File: src/rtl/pe_acc_drain.sv
// rtl/pe_acc_drain.sv - snapshots PE acc1/acc2 accumulators and streams them out one word per handshake
module pe_acc_drain #(
    parameter int WIDTH = 8,
    parameter int N_PE  = 4,
    parameter int IDX_W = 3
) (
    input  logic                      clk,
    input  logic                      reset,
    input  logic                      start,
    input  logic [N_PE*2*WIDTH-1:0]   acc1_bus,
    input  logic [N_PE*2*WIDTH-1:0]   acc2_bus,
    output logic                      pe_clear,
    output logic [2*WIDTH-1:0]        out_data,
    output logic [IDX_W-1:0]          out_idx,
    output logic                      out_last,
    output logic                      out_valid,
    input  logic                      out_ready,
    output logic                      busy,
    output logic                      overrun
);

    localparam int AW = 2 * WIDTH;
    localparam int NW = 2 * N_PE;
    localparam logic [IDX_W-1:0] LAST_IDX = IDX_W'(NW - 1);

    typedef enum logic {IDLE, STREAM} state_t;

    state_t           state, nxt_state;
    logic [IDX_W-1:0] idx, nxt_idx;
    logic             nxt_clear, nxt_overrun;
    logic             capture, xfer, done;
    logic [AW-1:0]    snap [NW];

    assign out_valid = (state == STREAM);
    assign busy      = (state == STREAM);
    assign out_idx   = idx;
    assign out_last  = out_valid && (idx == LAST_IDX);
    assign out_data  = snap[idx];

    always_ff @(posedge clk or negedge reset) begin
        if (!reset) begin
            state    <= IDLE;
            idx      <= '0;
            pe_clear <= 1'b0;
            overrun  <= 1'b0;
        end else begin
            state    <= nxt_state;
            idx      <= nxt_idx;
            pe_clear <= nxt_clear;
            overrun  <= nxt_overrun;
        end
    end

    // A start on the edge carrying the final transfer is taken back-to-back; any other start while busy is dropped.
    always_comb begin
        nxt_state   = state;
        nxt_idx     = idx;
        nxt_clear   = 1'b0;
        nxt_overrun = overrun;
        xfer        = out_valid && out_ready;
        done        = xfer && out_last;
        capture     = start && ((state == IDLE) || done);
        if (capture) begin
            nxt_state = STREAM;
            nxt_idx   = '0;
            nxt_clear = 1'b1;
        end else if (done) begin
            nxt_state = IDLE;
            nxt_idx   = '0;
        end else if (xfer) begin
            nxt_idx   = idx + 1'b1;
        end
        if (start && !capture)
            nxt_overrun = 1'b1;
    end

    // Even word index holds acc1, odd holds acc2 of PE idx/2.
    always_ff @(posedge clk or negedge reset) begin
        if (!reset) begin
            for (int i = 0; i < NW; i++)
                snap[i] <= '0;
        end else if (capture) begin
            for (int p = 0; p < N_PE; p++) begin
                snap[2*p]     <= acc1_bus[p*AW +: AW];
                snap[2*p + 1] <= acc2_bus[p*AW +: AW];
            end
        end
    end

endmodule

File: config.mk
export PLATFORM = sky130hd
export DESIGN_NAME = pe_acc_drain
export DESIGN_NICKNAME = d
export VERILOG_FILES = /design/src/rtl/pe_acc_drain.sv
export SDC_FILE = /design/constraint.sdc
export NUM_CORES = 1
export LEC_CHECK = 0
export ABC_AREA = 1
export BUFFER_PORTS_ARGS = -buffer_cell sky130_fd_sc_hd__buf_2
export CAP_MARGIN = 10
export CORE_ASPECT_RATIO = 0.8
export CORE_MARGIN = 2
export CORE_UTILIZATION = 45
export CTS_CLUSTER_SIZE = 20
export DETAILED_ROUTE_END_ITERATION = 8
export GPL_ROUTABILITY_DRIVEN = 0
export GPL_TIMING_DRIVEN = 0
export HOLD_SLACK_MARGIN = 0.06
export PLACE_DENSITY_LB_ADDON = 0.08
export SYNTH_ARGS = -nofsm -noshare
export SYNTH_HDL_FRONTEND = slang
export SYNTH_SLANG_ARGS = --single-unit
File: constraint.sdc
create_clock -name clk -period 2.8 [get_ports clk]
set_clock_uncertainty 0.05 [all_clocks]
set_input_delay 0.56 -clock clk [delete_from_list [all_inputs] [get_ports clk]]
set_output_delay 0.56 -clock clk [all_outputs]
set_load 0.01 [all_outputs]
==> Word-level counts from Yosys, hierarchy flattened <==
Cells that the tools add are included.
{ "op_classes": {"n_eq_ne": 1, "n_addsub": 1, "bitwise_logic": 2, "magnitude_cmp": 1, "reduce_logical": 9, "n_mul": 0, "mux": 9, "n_div": 0, "n_shift": 0} }
{ "op_table": {"columns": ["operator", "count"], "rows": [
  ["binary-select mux 16 bit (select 3 bit)", 1],
  ["2-to-1 mux 16 bit", 2],
  ["2-to-1 mux 3 bit", 3],
  ["logical AND 1 bit", 5],
  [">= comparator 4 bit, second input constant", 1],
  ["inverter 3 -> 4 bit", 1],
  ["adder 3 x 1 -> 3 bit, second input constant", 1],
  ["equality test 3 bit, second input constant", 1],
  ["2-to-1 mux 1 bit", 3],
  ["nonzero test 3 bit", 1],
  ["nonzero test 2 bit", 1],
  ["zero test 1 bit", 1],
  ["logical OR 1 bit", 1],
  ["inverter 1 bit", 1]
]} }
{ "totals": {"input_bits": 132, "ram_bits": 0, "romBits": 0, "reg_bits": 134, "latch_bits": 0, "n_memories": 0, "out_inout_bits": 24, "word_cells": 35} }

==> Longest topological paths before layout <==
Gate-level depths: netlist of the first run.
{ "logic_depth": {"word_depth": 7, "depth_mapped": 9, "mapped_depth_nobuf": 7} }

==> Worst setup path before layout of the first run <==
No wires, ideal clock.
{ "synth_timing": {"path_type": "reg2out", "start": "reg idx[1], in the netlist out_idx[1]", "end": "out out_data[10]", "required_time_ns": 2.190, "path_slack_ns": 0.914, "path_buffers": 2, "t_arrival_ns": 1.276, "path_stages_with_launch": 8, "path_cell_list": "dfrtp_1 clkbuf_1 inv_1 buf_1 nand3_1 nand2_1 nand2_1 nand2_1"} }
{ "synth_via": {"elab_chain_len": 4} }
{ "synth_rtl": {"columns": ["element", "line", "source"], "rows": [
  ["start, declared", "29", "logic [IDX_W-1:0] idx, nxt_idx;"],
  ["start signal, assigned", "48", "idx <= nxt_idx;"],
  ["inverter 3 -> 4 bit (implied by the code)", "38", "assign out_data = snap[idx];"],
  ["binary-select mux 16 bit (select 3 bit)", "38", null],
  ["2-to-1 mux 16 bit (implied by the code) (2 in series)", "38", null],
  ["end, declared", "13", "output logic [2*WIDTH-1:0] out_data,"]
]} }
Every way passes these cells. The select of a mux whose other input is x is not followed.

==> Worst setup path after layout of the first run <==
{ "layout_timing": {"start": "reg idx[0], in the netlist out_idx[0]", "end": "out out_data[12]"} }
The elaborated chain is that of the path after synthesis.

==> impl_metrics.json, run 1 <==
{
  "ys_seq_elements": 134,
  "yosys_warnings": 0,
  "final_cell_area_um2": 8700,
  "postCtsSetupRepairBufs": 0,
  "numPlacedInstances": 1375,
  "avgViaCountPerCell": 4.77,
  "cp_max_fo": 10,
  "die_h_um": 115,
  "cts_made_buffers": 17,
  "wire_per_inst_um": 14.4,
  "die_area_um2": 16500,
  "crit_required_ps": 2190,
  "dp_hpwl_mm": 15.1,
  "start_util": 0.461,
  "synthDistinctLibCells": 16,
  "pin_count": 156,
  "cts_sinks": 134,
  "crit_slowest_cell": "dfrtp_1",
  "dpl-instance-area_um2": 8020,
  "crit_top_cell": "nand2_1",
  "grt_pass1_wl_mm": 31.8,
  "synth-seq-area-share": 0.482,
  "gr-usage-all-layers": 0.259,
  "maxSlewViolCount": 0,
  "syn_inst": 1009,
  "core_um2": 15100,
  "syn_area_um2": 6950,
  "outcome": "complete, no violations",
  "start_kind": "flip-flop",
  "clk_path_buf_depth": 2,
  "synthTopCellsByArea": "dfrtp_1, nand2_1, nand3_1",
  "hold_ws_ps": 295,
  "n_antenna_cell": 0,
  "num_vias": 6713,
  "min_period_ps": 2710,
  "tritoncts": "done",
  "rows": 40,
  "slowest_delay_ps": 440,
  "path_cells": "inv_1 > clkbuf_4 > buf_2 > nand2_1 > nand3_1 > nand2_1 > nand2_1 > nand2_1 > buf_2",
  "relSlewSlack": 0.512,
  "synth.avg_cell_area_um2": 6.89,
  "power-per-cell-area_nw_per_um2": 1190,
  "nets": 1319,
  "antenna_found_initial": 0,
  "fillers": 1514,
  "fmaxAchievable_mhz": 369,
  "die_w_um": 143,
  "syn-num-nets": 1143,
  "synth_top_area_frac": 0.482,
  "peakVddDrop_uv": 587,
  "cts_htree_levels": 4,
  "fin_setup_tns_ps": 0,
  "yosys.area.top_type": "dfrtp_1",
  "leakagePower_nw": 5.18,
  "drt_iter0_markers": 676,
  "ant_nets": 0,
  "end_kind": "output port",
  "layout_commonest_cell": "nand2_1",
  "drive_gt1_frac": 0.196,
  "worst_slew_pin_slew_ps": 732,
  "grt_max_degree": 78,
  "worstHoldPathType": "input pin to flip-flop",
  "area_growth_pct": 25.1,
  "mostFrequentLayoutCells": "nand2_1, nand3_1, buf_2",
  "cts-root-buf": "clkbuf_16",
  "rsz0062_at_grt": "true",
  "wirelength_mm": 20.3,
  "final_cell_count_no_fill": 1408,
  "grt_pass1_vias": 6091,
  "arrival_ps": 2100,
  "worstSetupPathType": "flip-flop to output port",
  "period_share": 0.967,
  "hold_violations": 0,
  "maxCapViolCount": 0,
  "final-setup-viol-count": 0,
  "port_buffers": 155,
  "cts.clk_slew.worst_paths_ps": 60,
  "first_pass_iters": 5,
  "overflow": 0,
  "clock_latency_ps": 440,
  "drc": 0
}
==> final cells by class <==
type,instances,area (um^2),area share
clock inverters,14,198,0.0227
repair buffers,157,820,0.0942
inverters,137,514,0.0591
well taps,210,263,0.0302
multi-input cells,671,2800,0.321
flip-flops and latches,134,3350,0.386
plain buffers,67,315,0.0362
clock buffers,18,439,0.0505
==> per-layer routing <==
| metal | share of wire | up-vias | track usage |
|---|---|---|---|
| met5 | 0 | - | 0 |
| met4 | 0.016 | 0 | 0.0865 |
| met3 | 0.063 | 22 | 0.0596 |
| met2 | 0.40 | 211 | 0.359 |
| met1 | 0.52 | 3057 | 0.397 |
| li1 | - | 3423 | - |
==> stage by stage <==
step	utilization	worst slack, ps	power [mW]
after global placement	0.530	-748	7.77
after floorplan	-	914	6.27
after global routing	0.577	-2.80	11.2
after CTS	0.576	16.4	10.3
after detailed placement	0.533	319	7.83
final	0.577	91.5	10.4
==> registers in the layout, indices dropped and copies added (netlist names) <==
signal and cells:
snap 128, out_idx 3, busy 1, overrun 1, pe_clear 1
==> synthesized netlist by cell type <==
master    count
o21bai_1      1
ha_1          2
buf_1        12
a21oi_1       1
buf_4         1
clkbuf_1     28
nand3_1     193
or2_2         1
dfrtp_1     134
buf_2        26
o21ai_0       1
o21ai_2       1
inv_1       136
o22ai_1       2
nand2_1     469
clkinv_1      1
==> kinds of logic after synthesis <==
logic type / count (synthesis) / synth area share
simple gates: 663 / 0.393
buf+inv: 204 / 0.115
fa+ha+maj: 2 / 0.00360
compound gates: 6 / 0.00558
flops: 134 / 0.482
==> timing repair <==
action | 4_1_cts | 5_1_grt
hold buffers | 1 | 0
gates resized for setup | 9 | 15
hold endpoints to repair | 6 | 0
setup endpoints to repair | 16 | 16
==> worst max-delay path: cells and delay by family, from the launching register on <==
| family | cells | cell delay (ps) |
|---|---|---|
| buffers and inverters | 4 | 770 |
| AND/OR/NAND/NOR | 5 | 460 |
| flip-flops | 1 | 440 |
==> report_power, final <==
part           total [mW]  internal [mW]  switching, mW
registers            3.52           2.92          0.600
clock network        2.42           1.52          0.904
logic                4.43           1.54           2.89
total                10.4           5.97           4.40
==> final timing paths <==
| path | startpoint | end | slack, ps | cells after the start |
|---|---|---|---|---|
| worst max-delay path | out_idx[0] | out_data[12] | 90 | 9 |
| worst min-delay path | acc1_bus[8] | snap[120] | 300 | 3 |
| worst max register to register | out_idx[0] | snap[41] | 550 | 8 |
| worst min register to register | snap[20] | snap[20] | 420 | 2 |
| max in group asynchronous | reset | snap[41] | 1340 | 3 |
| min in group asynchronous | reset | snap[122] | 590 | 2 |
(Power assumes the default switching activity.)
==> inputs of run 2 (changes only) <==
CELL_PAD_IN_SITES_DETAIL_PLACEMENT = 1   (was unset)
CELL_PAD_IN_SITES_GLOBAL_PLACEMENT = 1   (was unset)
CORE_UTILIZATION = 41   (was 45)
==> impl_metrics.json, run 2 (synthesis gave the netlist of run 1 again) <==
{
  "n_antenna_cell": 0,
  "rsz0062_at_grt": "false",
  "numPlacedInstances": 1385,
  "arrival_ps": 2050,
  "num_vias": 6880,
  "overflow": 0,
  "fin_setup_tns_ps": 0,
  "cts_htree_levels": 4,
  "layout_commonest_cell": "nand2_1",
  "power_mw": 10.4,
  "wire_per_inst_um": 16.6,
  "port_buffers": 155,
  "first_pass_iters": 5,
  "grt_pass1_wl_mm": 38.1,
  "period_share": 0.948,
  "nets": 1317,
  "mostFrequentLayoutCells": "nand2_1, nand3_1, buf_2",
  "relSlewSlack": 0.445,
  "drc": 0,
  "cp_max_fo": 10,
  "avgViaCountPerCell": 4.86,
  "worst_slew_pin_slew_ps": 833,
  "final_cell_count_no_fill": 1416,
  "crit_required_ps": 2190,
  "clock_latency_ps": 430,
  "crit_top_cell": "nand2_1",
  "grt_pass1_vias": 7134,
  "worstHoldPathType": "input pin to flip-flop",
  "core_um2": 16600,
  "grt_max_degree": 81,
  "die_h_um": 120,
  "tritoncts": "done",
  "die_w_um": 150,
  "start_kind": "flip-flop",
  "slowest_delay_ps": 430,
  "crit_slowest_cell": "dfrtp_1",
  "die_area_um2": 18000,
  "cts_sinks": 134,
  "regMostFlops": "snap",
  "end_kind": "output port",
  "dp_hpwl_mm": 17.2,
  "final-setup-viol-count": 0,
  "cts_made_buffers": 17,
  "r2r_setup_slack_ps": 390,
  "min_period_ps": 2660,
  "maxSlewViolCount": 0,
  "hold_violations": 0,
  "peakVddDrop_uv": 523,
  "drive_gt1_frac": 0.193,
  "maxCapViolCount": 0,
  "antenna_found_initial": 0,
  "cts.clk_slew.worst_paths_ps": 60,
  "largest_reg_flops": 128,
  "ant_nets": 0,
  "postCtsSetupRepairBufs": 0,
  "outcome": "complete, no violations",
  "wirelength_mm": 23.6,
  "cts-root-buf": "clkbuf_16",
  "rows": 42,
  "leakagePower_nw": 5.15,
  "power-per-cell-area_nw_per_um2": 1200,
  "clk_path_buf_depth": 2,
  "fmaxAchievable_mhz": 377,
  "path_cells": "buf_2 > clkbuf_2 > nand2_1 > nand3_1 > nand2_1 > nand2_1 > nand2_1 > buf_2",
  "gr-usage-all-layers": 0.280,
  "worstSetupPathType": "flip-flop to output port",
  "start_util": 0.420,
  "pin_count": 156,
  "drt_iter0_markers": 506,
  "area_growth_pct": 24.5
}
[run 2: layout make-up]
type,count,area [um^2]
plain buffers,65,315
clock buffers,21,450
clock inverters,11,128
fillers,2240,7900
inverters,137,514
multi-input cells,671,2800
flip-flops and latches,134,3350
well taps,220,275
repair buffers,157,820
[run 2: layer usage]
metal / share of wire / track usage / vias to the layer above
met1: 0.50 / 0.415 / 3273
met5: 0 / 0 / -
li1: - / - / 3413
met4: 0.017 / 0.0875 / 0
met2: 0.44 / 0.428 / 163
met3: 0.043 / 0.0347 / 31
[run 2: worst paths after layout]
kind	from	cells past startpoint	endpoint
min	acc1_bus[9]	3	snap[121]
max reg2reg	out_idx[1]	8	snap[77]
min reg2reg	overrun	1	overrun
max in group asynchronous	reset	3	snap[66]
min in group asynchronous	reset	2	snap[122]
max	out_idx[0]	8	out_data[4]
[run 2: through the flow]
| step | area, um^2 | setup slack (ps) | hold slack (ps) | utilization |
|---|---|---|---|---|
| 6_report | 8650 | 145 | 303 | 0.523 |
| 5_1_grt | 8650 | 6.64 | 310 | 0.523 |
| 4_1_cts | 8640 | 0.613 | 296 | 0.522 |
| 3_5_place_dp | 8040 | 240 | 408 | 0.485 |
| 3_3_place_gp | 8000 | -814 | 404 | 0.483 |
| 2_1_floorplan | 6950 | 914 | 214 | - |
[run 2: power breakdown]
| part | total [mW] | switching [mW] | internal, mW |
|---|---|---|---|
| clock network | 2.22 | 0.890 | 1.33 |
| logic | 4.61 | 3.06 | 1.55 |
| registers | 3.55 | 0.632 | 2.92 |
[run 2: what timing repair did]
action                     CTS  global route
setup endpoints to repair   16            16
hold buffers                 1             0
gates resized for setup     13            14
hold endpoints to repair    15             0
[run 2: worst max-delay path, delay by kind of cell, from the launching register on]
| kind | cells | cell delay, ps |
|---|---|---|
| buf+inv | 3 | 660 |
| flops | 1 | 430 |
| simple gates | 5 | 530 |
==> inputs of run 3 (changes only) <==
CORE_UTILIZATION = 38   (was 41)
clock period = 2.93 ns   (was 2.8 ns; I/O delays follow)
==> impl_metrics.json, run 3 (synthesis gave the netlist of run 1 again) <==
{
  "dp_hpwl_mm": 17.3,
  "maxCapViolCount": 0,
  "grt_pass1_vias": 7163,
  "power-per-cell-area_nw_per_um2": 1140,
  "drc": 0,
  "port_buffers": 155,
  "largest_reg_flops": 128,
  "fillers": 2431,
  "mostFrequentLayoutCells": "nand2_1, nand3_1, buf_2",
  "wire_per_inst_um": 16.4,
  "start_util": 0.385,
  "final-setup-viol-count": 0,
  "cts-root-buf": "clkbuf_16",
  "netSwitchingPower_mw": 4.33,
  "worstHoldPathType": "input pin to flip-flop",
  "cts.clk_slew.worst_paths_ps": 60,
  "die_area_um2": 19400,
  "num_vias": 6851,
  "internal-power_mw": 5.52,
  "seq_power_share": 0.339,
  "final_cell_area_um2": 8650,
  "rows": 44,
  "numPlacedInstances": 1395,
  "tritoncts": "done",
  "die_h_um": 125,
  "power.share.switching": 0.440,
  "fmaxAchievable_mhz": 357,
  "hold_violations": 0,
  "die_w_um": 155,
  "end_kind": "output port",
  "worst_slew_pin_slew_ps": 978,
  "drt_iter0_markers": 439,
  "core_um2": 18100,
  "regMostFlops": "snap",
  "start_kind": "flip-flop",
  "drive_gt1_frac": 0.194,
  "overflow": 0,
  "cts_made_buffers": 17,
  "peakVddDrop_uv": 320,
  "area_growth_pct": 24.5,
  "crit_required_ps": 2290,
  "p_clk_frac": 0.215,
  "cp_max_fo": 10,
  "pin_count": 156,
  "relSlewSlack": 0.348,
  "maxSlewViolCount": 0,
  "cts_sinks": 134,
  "layout_commonest_cell": "nand2_1",
  "nets": 1319,
  "leakagePower_nw": 5.15,
  "dpl-instance-area_um2": 8050,
  "min_period_ps": 2800,
  "grt_pass1_wl_mm": 38.1,
  "period_share": 0.957,
  "wirelength_mm": 23.4,
  "rsz0062_at_grt": "false",
  "ant_nets": 0,
  "avgViaCountPerCell": 4.80,
  "comb_power_share": 0.446,
  "n_antenna_cell": 0,
  "cts_htree_levels": 4,
  "power_mw": 9.85,
  "final_cell_count_no_fill": 1427,
  "clock_latency_ps": 420,
  "worstSetupPathType": "flip-flop to output port",
  "grt_max_degree": 89,
  "gr-usage-all-layers": 0.255,
  "first_pass_iters": 5,
  "hold_ws_ps": 342,
  "antenna_found_initial": 0,
  "clk_path_buf_depth": 2,
  "outcome": "complete, no violations",
  "fin_util": 0.479,
  "arrival_ps": 2170
}
-- run 3: cell types whose count changed in the layout (fill, tap and decap cells not counted), sizes merged --
cell      previous run  this run
buf                189       191
clkbuf              53        51
clkinv               7         6
clkinvlp             3         4
inv                136       137
-- run 3: worst paths after layout --
path	cells past startpoint	slack [ps]	from	to
worst max-delay path	8	130	out_idx[1]	out_data[9]
worst min-delay path	3	340	acc2_bus[37]	snap[37]
worst max register to register	8	700	out_idx[0]	snap[19]
worst min register to register	2	420	snap[93]	snap[93]
max in group asynchronous	3	1360	reset	overrun
min in group asynchronous	2	620	reset	snap[70]
-- run 3: timing repair --
action,in CTS,in global routing
hold buffers,1,0
resized for setup,6,16
buffers inserted,0,0
endpoints found under the setup margin,16,16
pin swaps,0,0
hold endpoints to repair,2,0
-- run 3: stage by stage --
stage	setup WS [ps]	TNS, ps
final	126	0
after global placement	-766	-100060
after floorplan	1020	0
after detailed placement	285	0
after global routing	27.8	0
after CTS	9.77	0
-- run 3: final cells by class --
| type | instances | area [um^2] | share of cell area |
|---|---|---|---|
| buffer | 67 | 307 | 0.0354 |
| timing repair buffer | 157 | 820 | 0.0947 |
| sequential | 134 | 3350 | 0.388 |
| tap | 230 | 288 | 0.0333 |
| clock inverter | 12 | 131 | 0.0152 |
| inverter | 137 | 514 | 0.0594 |
| clock buffer | 19 | 443 | 0.0512 |
| multi-input combinational | 671 | 2800 | 0.323 |
-- run 3: power groups by stage --
| stage | clock network, mW | logic [mW] | registers (mW) |
|---|---|---|---|
| floorplan | 0 | 2.81 | 3.19 |
| global route | 2.22 | 5.06 | 3.46 |
| finish | 2.11 | 4.40 | 3.34 |
| CTS | 2.14 | 4.40 | 3.34 |
| detailed placement | 0 | 4.33 | 3.34 |
| global placement | 0 | 4.23 | 3.32 |
-- run 3: per-layer routing --
layer  part of all wire  global-route usage  up-vias  wire (um)
li1                   -                   -     3407          -
met1               0.51               0.389     3260      12100
met2               0.43               0.387      169      10100
met3              0.049              0.0388       15       1150
met4             0.0073              0.0518        0        172
met5                  0                   0        -          0
-- run 3: critical path, stage by stage (launching register included) --
cell	delay [ps]
dfrtp_1	400
clkbuf_1	210
inv_2	190
buf_2	250
nand3_1	190
nand2_1	110
nand2_1	70
nand2_1	160
buf_2	150
